==> config.mk <==
export PLATFORM = sky130hd
export DESIGN_NAME = stack_alu_sequencer
export DESIGN_NICKNAME = d
export VERILOG_FILES = /design/src/rtl/stack_alu_pkg.sv /design/src/rtl/stack_alu_prog_mem.sv /design/src/rtl/stack_alu_sequencer.sv
export SDC_FILE = /design/constraint.sdc
export NUM_CORES = 1
export LEC_CHECK = 0
export ABC_CLOCK_PERIOD_IN_PS = 3900
export CELL_PAD_IN_SITES_DETAIL_PLACEMENT = 0
export CELL_PAD_IN_SITES_GLOBAL_PLACEMENT = 1
export CORE_MARGIN = 10
export CORE_UTILIZATION = 52
export CTS_BUF_LIST = sky130_fd_sc_hd__clkbuf_8
export DETAILED_ROUTE_END_ITERATION = 10
export MAX_ROUTING_LAYER = met4
export PLACE_DENSITY = 0.78
export SLEW_MARGIN = 20
export SYNTH_ARGS = -nofsm -noshare
export SYNTH_HDL_FRONTEND = slang
export SYNTH_SLANG_ARGS = --single-unit
==> constraint.sdc <==
create_clock -name clk -period 3.9 [get_ports clk]
set_clock_uncertainty 0.15 [all_clocks]
set_input_delay 0.78 -clock clk [delete_from_list [all_inputs] [get_ports clk]]
set_output_delay 0.78 -clock clk [all_outputs]
set_load 0.02 [all_outputs]
==> src/rtl/stack_alu_pkg.sv <==
// Shared definitions for the stack ALU and its program sequencer:
// opcode encodings, error codes and sequencer FSM states.
package stack_alu_pkg;

    localparam logic [2:0] OP_NOP  = 3'b000;
    localparam logic [2:0] OP_ADD  = 3'b100;
    localparam logic [2:0] OP_MUL  = 3'b101;
    localparam logic [2:0] OP_PUSH = 3'b110;
    localparam logic [2:0] OP_POP  = 3'b111;

    localparam logic [1:0] ERR_NONE  = 2'b00;
    localparam logic [1:0] ERR_OVF   = 2'b01;
    localparam logic [1:0] ERR_UNDER = 2'b10;
    localparam logic [1:0] ERR_FULL  = 2'b11;

    typedef enum logic [1:0] {
        ST_IDLE,
        ST_ISSUE,
        ST_DRAIN,
        ST_ERROR
    } state_t;

    function automatic logic is_arith(input logic [2:0] op);
        return (op == OP_ADD) || (op == OP_MUL);
    endfunction

endpackage

==> src/rtl/stack_alu_prog_mem.sv <==
// Program store: register file with synchronous write and combinational read.
module stack_alu_prog_mem #(
    parameter int unsigned DEPTH = 16,
    parameter int unsigned AW    = 4,
    parameter int unsigned WIDTH = 8
) (
    input  logic             clk,
    input  logic             we,
    input  logic [AW-1:0]    waddr,
    input  logic [WIDTH-1:0] wdata,
    input  logic [AW-1:0]    raddr,
    output logic [WIDTH-1:0] rdata
);

    logic [WIDTH-1:0] mem [DEPTH];

    always_ff @(posedge clk) begin
        if (we) begin
            mem[waddr] <= wdata;
        end
    end

    assign rdata = mem[raddr];

endmodule

==> src/rtl/stack_alu_sequencer.sv <==
// Issues a stored (opcode, operand) program to a stack ALU, one word per cycle,
// tracking stack occupancy and stopping on overflow or stack misuse.
module stack_alu_sequencer
    import stack_alu_pkg::*;
#(
    parameter int unsigned N           = 5,
    parameter int unsigned PROG_DEPTH  = 16,
    parameter int unsigned STACK_DEPTH = 8
) (
    input  logic                          clk,
    input  logic                          rst,
    input  logic                          load_en,
    input  logic [$clog2(PROG_DEPTH)-1:0] load_addr,
    input  logic [N+2:0]                  load_word,
    input  logic [$clog2(PROG_DEPTH):0]   prog_len,
    input  logic                          start,
    output logic                          busy,
    output logic                          done,
    output logic                          error,
    output logic [1:0]                    err_code,
    output logic [$clog2(PROG_DEPTH)-1:0] err_pc,
    output logic [2:0]                    alu_opcode,
    output logic [N-1:0]                  alu_input_data,
    input  logic [N-1:0]                  alu_output_data,
    input  logic                          alu_overflow,
    output logic [N-1:0]                  result,
    output logic                          result_valid
);

    localparam int unsigned PW = $clog2(PROG_DEPTH);
    localparam int unsigned CW = $clog2(STACK_DEPTH + 1);
    localparam int unsigned WW = N + 3;

    state_t          state, state_nxt;
    logic [PW-1:0]   pc, pc_nxt, alu_pc, alu_pc_nxt, ovf_pc;
    logic [PW:0]     len, len_nxt;
    logic [CW-1:0]   count, count_nxt;
    logic            ovf_chk, cap_chk, ovf_hit;
    logic            busy_nxt, done_nxt, error_nxt;
    logic [1:0]      err_code_nxt;
    logic [PW-1:0]   err_pc_nxt;
    logic [2:0]      op_nxt;
    logic [N-1:0]    data_nxt;
    logic [WW-1:0]   word;
    logic [2:0]      word_op;
    logic [N-1:0]    word_data;

    stack_alu_prog_mem #(
        .DEPTH (PROG_DEPTH),
        .AW    (PW),
        .WIDTH (WW)
    ) u_prog_mem (
        .clk   (clk),
        .we    (load_en && !busy),
        .waddr (load_addr),
        .wdata (load_word),
        .raddr (pc),
        .rdata (word)
    );

    assign word_op   = word[N+2:N];
    assign word_data = word[N-1:0];
    assign ovf_hit   = ovf_chk && alu_overflow && (state == ST_ISSUE || state == ST_DRAIN);

    // Next-state and registered-output decode.
    always_comb begin
        state_nxt    = state;
        pc_nxt       = pc;
        len_nxt      = len;
        count_nxt    = count;
        alu_pc_nxt   = alu_pc;
        done_nxt     = 1'b0;
        error_nxt    = error;
        err_code_nxt = err_code;
        err_pc_nxt   = err_pc;
        op_nxt       = OP_NOP;
        data_nxt     = '0;

        case (state)
            ST_IDLE: begin
                if (start) begin
                    if (prog_len != '0) begin
                        len_nxt      = prog_len;
                        pc_nxt       = '0;
                        error_nxt    = 1'b0;
                        err_code_nxt = ERR_NONE;
                        err_pc_nxt   = '0;
                        state_nxt    = ST_ISSUE;
                    end else begin
                        done_nxt = 1'b1;
                    end
                end
            end
            ST_ISSUE: begin
                if (ovf_hit) begin
                    state_nxt    = ST_ERROR;
                    error_nxt    = 1'b1;
                    err_code_nxt = ERR_OVF;
                    err_pc_nxt   = ovf_pc;
                end else if ((is_arith(word_op) && count < CW'(2)) ||
                             (word_op == OP_POP && count == '0)) begin
                    state_nxt    = ST_ERROR;
                    error_nxt    = 1'b1;
                    err_code_nxt = ERR_UNDER;
                    err_pc_nxt   = pc;
                end else if (word_op == OP_PUSH && count >= CW'(STACK_DEPTH)) begin
                    state_nxt    = ST_ERROR;
                    error_nxt    = 1'b1;
                    err_code_nxt = ERR_FULL;
                    err_pc_nxt   = pc;
                end else begin
                    // 0xx words pass as NOP and leave the stack untouched.
                    if (word_op[2]) begin
                        op_nxt     = word_op;
                        data_nxt   = word_data;
                        alu_pc_nxt = pc;
                        count_nxt  = (word_op == OP_PUSH) ? count + CW'(1) : count - CW'(1);
                    end
                    pc_nxt = pc + PW'(1);
                    if ({1'b0, pc} == len - (PW+1)'(1)) begin
                        state_nxt = ST_DRAIN;
                    end
                end
            end
            ST_DRAIN: begin
                // Wait until the last word has been sampled and its check resolved.
                if (ovf_hit) begin
                    state_nxt    = ST_ERROR;
                    error_nxt    = 1'b1;
                    err_code_nxt = ERR_OVF;
                    err_pc_nxt   = ovf_pc;
                end else if (!alu_opcode[2]) begin
                    done_nxt  = 1'b1;
                    state_nxt = ST_IDLE;
                end
            end
            ST_ERROR: begin
                state_nxt = ST_IDLE;
            end
            default: begin
                state_nxt = ST_IDLE;
            end
        endcase

        busy_nxt = (state_nxt == ST_ISSUE) || (state_nxt == ST_DRAIN);
    end

    // State and output registers; check flags trail the driven opcode by one cycle.
    always_ff @(posedge clk) begin
        if (rst) begin
            state          <= ST_IDLE;
            pc             <= '0;
            len            <= '0;
            count          <= '0;
            alu_pc         <= '0;
            ovf_pc         <= '0;
            ovf_chk        <= 1'b0;
            cap_chk        <= 1'b0;
            busy           <= 1'b0;
            done           <= 1'b0;
            error          <= 1'b0;
            err_code       <= ERR_NONE;
            err_pc         <= '0;
            alu_opcode     <= OP_NOP;
            alu_input_data <= '0;
            result         <= '0;
            result_valid   <= 1'b0;
        end else begin
            state          <= state_nxt;
            pc             <= pc_nxt;
            len            <= len_nxt;
            count          <= count_nxt;
            alu_pc         <= alu_pc_nxt;
            ovf_pc         <= alu_pc;
            ovf_chk        <= is_arith(alu_opcode);
            cap_chk        <= (alu_opcode == OP_POP);
            busy           <= busy_nxt;
            done           <= done_nxt;
            error          <= error_nxt;
            err_code       <= err_code_nxt;
            err_pc         <= err_pc_nxt;
            alu_opcode     <= op_nxt;
            alu_input_data <= data_nxt;
            result_valid   <= cap_chk && (state != ST_IDLE);
            if (cap_chk && state != ST_IDLE) begin
                result <= alu_output_data;
            end
        end
    end

endmodule

Word level (Yosys, flattened, before mapping)
Memory sizes are Yosys's and may differ from the RTL's. A register that Yosys moved wholly into a read port is not among the register bits.
Index checks and enable logic that the tools add are counted.
{"block": "classes", "shifts": 0, "div": 0, "order_cmp": 2, "n_addsub": 4, "n_mux": 45, "bitwise": 5, "n_mul": 0, "eq_ne": 20, "reduce_logical": 25}
{"operator": "$mux W4", "count": 12}
{"operator": "$mux W2", "count": 14}
{"operator": "$eq A3 B3 Y1 const B", "count": 7}
{"operator": "$mux W1", "count": 12}
{"operator": "$ne A2 B2 Y1 const B", "count": 6}
{"operator": "$pmux W4 S3", "count": 1}
{"operator": "$reduce_and A5 Y1", "count": 2}
{"operator": "$add A4 B1 Y4 const B", "count": 2}
{"operator": "$pmux W2 S4", "count": 1}
{"operator": "$pmux W4 S2", "count": 1}
{"operator": "$logic_and A1 B1 Y1", "count": 7}
{"operator": "$eq A2 B2 Y1 const B", "count": 3}
{"operator": "$pmux W2 S3", "count": 1}
{"operator": "$reduce_and A6 Y1", "count": 1}
{"operator": "$reduce_or A6 Y1", "count": 1}
{"operator": "$eq A4 B5 Y1", "count": 1}
{"operator": "$logic_or A1 B1 Y1", "count": 5}
{"operator": "$not A1 Y1", "count": 5}
{"operator": "$reduce_bool A5 Y1", "count": 1}
{"operator": "$reduce_or A5 Y1", "count": 1}
{"operator": "$sub A5 B1 Y5 const B", "count": 1}
{"operator": "$eq A2 B1 Y1 const B", "count": 2}
{"operator": "$ge A4 B4 Y1 const B", "count": 1}
{"operator": "$logic_not A4 Y1", "count": 1}
{"operator": "other kinds (11)", "count": 12}
{"block": "word_totals", "wordCells": 120, "ram_bits": 128, "memories": 1, "latch_bits": 0, "register_bits": 48, "rom_bits": 0}
{"memory": "u_prog_mem.mem", "depth": 16, "word_bits": 8, "read_ports": 1, "rd_clocked_by_memory_dff": 1, "write_ports": 1, "line": "stack_alu_prog_mem.sv:15", "text": "logic [WIDTH-1:0] mem [DEPTH];"}

Depth between registers and ports, before layout
{"block": "logic_depth", "ltp_word": 9, "depth_mapped": 12, "depth_no_buf": 10}

Cells and area by module
From an unflattened synthesis, not the netlist that was laid out.
{"block": "hier_totals", "hier_cells": 442, "area_unflattened_um2": 7080.5}
{"mod": "stack_alu_prog_mem", "n_inst": 1, "area_each_um2": 4987.3, "cells_per_inst": 221}
{"mod": "stack_alu_sequencer", "n_inst": 1, "area_each_um2": 2093.3, "cells_per_inst": 221}

Worst setup path before layout
No wires, ideal clock.
{"block": "synth_path", "kind": "register to register", "start": "reg (tool-made name)", "end": "reg count[3]", "stages_incl_launch_ff": 12, "period_less_slack_ns": 2.830, "slack_ns": 1.070, "arrival_time_ns": 2.564, "path_buffers": 1, "cell_sequence": "dfxtp_1 buf_6 mux4_1 mux2i_1 mux2_2 nand3_1 ha_1 a21o_1 a21oi_1 xnor2_1 a21oi_1 a31o_2"}
{"element": "to (signal assigned)", "line": "stack_alu_sequencer.sv:172", "text": "count <= count_nxt;"}
{"element": "to (decl)", "line": "stack_alu_sequencer.sv:37", "text": "logic [CW-1:0] count, count_nxt;"}

==> metrics.log <==
[metrics] router iterations before antenna repair: 4
[metrics] portion of the post-synthesis area used by sequential elements: 66.6%
[metrics] worst hold path depth: 1
[metrics] peak supply drop: 366 uV
[metrics] cell taking the most area after synthesis: sky130_fd_sc_hd__edfxtp_1
[metrics] power density cells: 456 nW/um^2
[metrics] n_diodes: 0
[metrics] final antenna-violating net count: 0
[metrics] cell count after synthesis: 452
[metrics] worst slack after detailed placement: 0.604 ns
[metrics] capturing point of the worst reg2reg path: count[3]$_SDFFE_PP0P_
[metrics] family with the most delay on the worst path: multiplexers
[metrics] unrepaired setup endpoints after global routing: false
[metrics] Worst EP required: 4.10 ns
[metrics] count of yosys warnings during synthesis: 0
[metrics] fraction of synthesized cell area taken by the top area cell type: 52.4%
[metrics] share of async-settable or async-resettable flops after synthesis: 0%
[metrics] number of DRC markers in iteration 0: 342
[metrics] Core ar.: 13800 sq um
[metrics] count of standard-cell rows: 43
[metrics] r2r setup slk: 0.63 ns
[metrics] clock transition at the register clock pins on the worst setup and hold paths after CTS: 0.09 ns
[metrics] data arrival at the endpoint of the critical path: 3.47 ns
[metrics] Switching Power: 0.982 mW
[metrics] Crit Path Category: register to register
[metrics] startpoint type of the worst setup path: register
[metrics] DIE AREA: 19200 sq um
[metrics] Clk Latency, worst-skew pair: 0.45 ns
[metrics] class of the tightest hold or removal check: register to register
[metrics] final-stage net count: 554
[metrics] Die Wd: 139 um
[metrics] Die Y-Extent: 139 um
[metrics] power share of the combinational group: 13.8%
[metrics] layout cells sized above 1: 15.4%
[metrics] final weighted congestion in routability-driven placement: 0.849
[metrics] number of antenna violations at the first check in global routing: 0
[metrics] headroom to the max-slew limit: 39.0%
[metrics] average via count per standard cell: 5.74
[metrics] clock root buffer: sky130_fd_sc_hd__clkbuf_8
[metrics] fin crit period: 3.27 ns
[metrics] cells traversed along the worst timing path: mux4_1 > mux2i_1 > mux2_2 > nand3_1 > ha_1 > a21o_1 > a21oi_1 > xnor2_1 > a21oi_1 > a31o_2
[metrics] Worst Hold Path EP: err_pc[0]$_SDFFE_PP0P_
[metrics] library cells used by synthesis: 59
[metrics] internal power: 2.86 mW
[metrics] Vias: 4083
[metrics] Leak: 2.83 nW
[metrics] number of hold-repair buffers added at the cts stage: 0
[metrics] result of the run: finished, final reports clean
[metrics] switching share of total power: 25.6%
[metrics] Final Setup Violations: 0
[metrics] Synth area leaders: sky130_fd_sc_hd__edfxtp_1 52%, sky130_fd_sc_hd__dfxtp_1 14%, sky130_fd_sc_hd__mux4_2 6.5%
[metrics] synthesized area: 7330 sq um
[metrics] HPWL Detailed: 10100 um
[metrics] Tightest Pin Transition: 0.911 ns
[metrics] buffer count from post-CTS setup fixing: 0
[metrics] number of buffers created by CTS: 17
[metrics] Buf/Inv on CP: 0
[metrics] H-Tree Depth: 4
[metrics] proportion of power drawn by the clock network: 30.4%
[metrics] flip-flop and latch count after synthesis: 180
[metrics] final hold violation count: 0
[metrics] count of boundary I/O pins: 50
[metrics] total nets after synthesis: 487
[metrics] gr usage total: 15.9%
[metrics] total wire length after detailed routing: 14600 um
[metrics] crit path setup slack, layout: 0.627 ns
[metrics] Crit-path slowest cell: sky130_fd_sc_hd__mux4_1
[metrics] worst-path maximum fanout: 9
[metrics] hold path startpoint: err_pc[0]$_SDFFE_PP0P_
[metrics] largest net degree at the start of global routing: 35
[metrics] post-route setup TNS: 0 ns
[metrics] number of synthesized flops with an enable pin: 128
[metrics] TritonCTS sink count: 180
[metrics] global-route wire length before repair: 23300 um
[metrics] quantity of I/O buffers inserted on ports: 49
[metrics] CTS tree: built
[metrics] mean instance size in the synthesized netlist: 16.2 sq um
[metrics] Slew Limit Fails: 0
[metrics] cell occurring most often along the worst timing path: sky130_fd_sc_hd__a21oi_1
[metrics] final cycle utilization of the critical path: 83.9%
[metrics] layout overhead on the synthesized area: 14.9%
[metrics] nature of the critical path endpoint: register
[metrics] proportion of power drawn by flip-flops and latches: 55.9%
[metrics] Max clock buf depth: 2
[metrics] max-cap violation count: 0
[metrics] top flip-flop cell by instance count after synthesis: sky130_fd_sc_hd__edfxtp_1
[metrics] Worst Reg-to-Reg Cells: 10
[metrics] initial standard-cell utilization of the core: 53.0%
[metrics] peak clock frequency supported by timing: 306 MHz
[metrics] CP peak stage delay: 0.61 ns
[metrics] vias in the first global route: 4097
[metrics] routed wire length per instance: 20.5 um
[metrics] number of design rule violations left after detail routing: 0
[metrics] Resize count post-CTS: 0
[metrics] GR Overflow Total: 0
worst reg2reg max path, stage by stage, from the launching register on:
cell and delay, ns:
sky130_fd_sc_hd__dfxtp_1 0.60, sky130_fd_sc_hd__mux4_1 0.61, sky130_fd_sc_hd__mux2i_1 0.23, sky130_fd_sc_hd__mux2_2 0.22
sky130_fd_sc_hd__nand3_1 0.19, sky130_fd_sc_hd__ha_1 0.35, sky130_fd_sc_hd__a21o_1 0.18, sky130_fd_sc_hd__a21oi_1 0.17
sky130_fd_sc_hd__xnor2_1 0.16, sky130_fd_sc_hd__a21oi_1 0.09, sky130_fd_sc_hd__a31o_2 0.22
cells in the mapped netlist, types with 5 or more instances:
cell / count
sky130_fd_sc_hd__a21oi_1: 9
sky130_fd_sc_hd__mux2i_1: 22
sky130_fd_sc_hd__inv_1: 8
sky130_fd_sc_hd__nor2_1: 38
sky130_fd_sc_hd__nand3_1: 9
sky130_fd_sc_hd__clkbuf_1: 11
sky130_fd_sc_hd__mux4_1: 16
sky130_fd_sc_hd__ha_1: 7
sky130_fd_sc_hd__nor2b_1: 7
sky130_fd_sc_hd__and3_1: 7
sky130_fd_sc_hd__dfxtp_1: 52
sky130_fd_sc_hd__mux4_2: 21
sky130_fd_sc_hd__edfxtp_1: 128
sky130_fd_sc_hd__nand2_1: 25
sky130_fd_sc_hd__nor3_1: 10
sky130_fd_sc_hd__xnor2_1: 8
sky130_fd_sc_hd__nand2b_1: 5
flip-flops by register name, indices dropped and copies added (netlist names), 2 cells and up, named ones only:
signal and count:
err_code 2, alu_opcode 3, alu_pc 4, result 5
count 4, u_prog_mem.mem 128, len 5, pc 4
ovf_pc 4, alu_input_data 5, err_pc 4, state 2
worst max path at each step:
stage / slack [ns] / depth (start not counted) / to / from
after floorplan: 1.07 / 11 / count[3]$_SDFFE_PP0P_ / register
after global placement: 0.73 / 10 / count[3]$_SDFFE_PP0P_ / register
after detailed placement: 0.60 / 10 / count[3]$_SDFFE_PP0P_ / register
after CTS: 0.58 / 10 / count[3]$_SDFFE_PP0P_ / register
after global routing: 0.34 / 10 / count[3]$_SDFFE_PP0P_ / register
final: 0.63 / 10 / count[3]$_SDFFE_PP0P_ / register
per-stage QoR:
| stage | total power, mW | std cells | hold slack [ns] | utilization [%] | cell area [sq um] |
|---|---|---|---|---|---|
| after floorplan | 2.56 | 452 | 0.287 | - | 7330 |
| after global placement | 2.71 | 680 | 0.297 | 58.3 | 8060 |
| after detailed placement | 2.72 | 680 | 0.296 | 58.3 | 8060 |
| after CTS | 3.88 | 711 | 0.320 | 60.9 | 8420 |
| after global routing | 4.01 | 711 | 0.334 | 60.9 | 8420 |
| final | 3.84 | 711 | 0.318 | 60.9 | 8420 |
metal layers:
metal	vias up	track usage (%)	part of all wire [%]
li1	1894	-	-
met1	2060	19.4	43
met2	112	26.0	51
met3	17	4.01	4.6
met4	0	4.34	1.0
met5	-	-	0
cells in the final DEF (no fill, tap or decap), types with 3 or more instances in the layout:
| master | n |
|---|---|
| sky130_fd_sc_hd__mux4_1 | 16 |
| sky130_fd_sc_hd__nor2_1 | 38 |
| sky130_fd_sc_hd__o2bb2ai_1 | 4 |
| sky130_fd_sc_hd__clkdlybuf4s50_1 | 49 |
| sky130_fd_sc_hd__mux2i_1 | 22 |
| sky130_fd_sc_hd__buf_4 | 21 |
| sky130_fd_sc_hd__nand2_1 | 25 |
| sky130_fd_sc_hd__nor2b_1 | 7 |
| sky130_fd_sc_hd__o21ai_0 | 3 |
| sky130_fd_sc_hd__xnor2_1 | 8 |
| sky130_fd_sc_hd__inv_1 | 10 |
| sky130_fd_sc_hd__mux4_2 | 21 |
| sky130_fd_sc_hd__nand3_1 | 9 |
| sky130_fd_sc_hd__nand2b_1 | 5 |
| sky130_fd_sc_hd__edfxtp_1 | 128 |
| sky130_fd_sc_hd__and3_1 | 7 |
| sky130_fd_sc_hd__a21o_1 | 4 |
| sky130_fd_sc_hd__a22oi_1 | 4 |
| sky130_fd_sc_hd__dfxtp_1 | 51 |
| sky130_fd_sc_hd__inv_6 | 4 |
| sky130_fd_sc_hd__a21oi_1 | 9 |
| sky130_fd_sc_hd__ha_1 | 7 |
| sky130_fd_sc_hd__mux2_2 | 3 |
| sky130_fd_sc_hd__clkbuf_8 | 17 |
| sky130_fd_sc_hd__nor3_1 | 10 |
area by class of cell:
class                   count  area (sq um)
inverters                   8          30.0
well taps                 180           225
repair buffers             70           648
clock buffers              17           234
flip-flops and latches    180          4890
clock inverters            14           130
multi-input cells         242          2270
fillers                  1013          5410
power by group through the flow:
stage          sequential (mW)  clock (mW)  combinational (mW)
4_1_cts                   2.14        1.20               0.534
3_3_place_gp              2.19           0               0.521
5_1_grt                   2.15        1.27               0.584
6_report                  2.14        1.17               0.529
2_1_floorplan             2.18           0               0.374
3_5_place_dp              2.19           0               0.530
kinds of logic after synthesis:
logic type               count (synthesis)  synth area share [%]
flip-flops                             180                  66.6
AND/OR/NAND/NOR                        118                  8.14
multiplexers                            62                  15.7
AO/OA/AOI/OAI                           46                  4.73
buffers and inverters                   30                  2.41
XOR/XNOR                                 8                 0.956
adder cells (fa/ha/maj)                  8                  1.47
(Power assumes the default switching activity.)
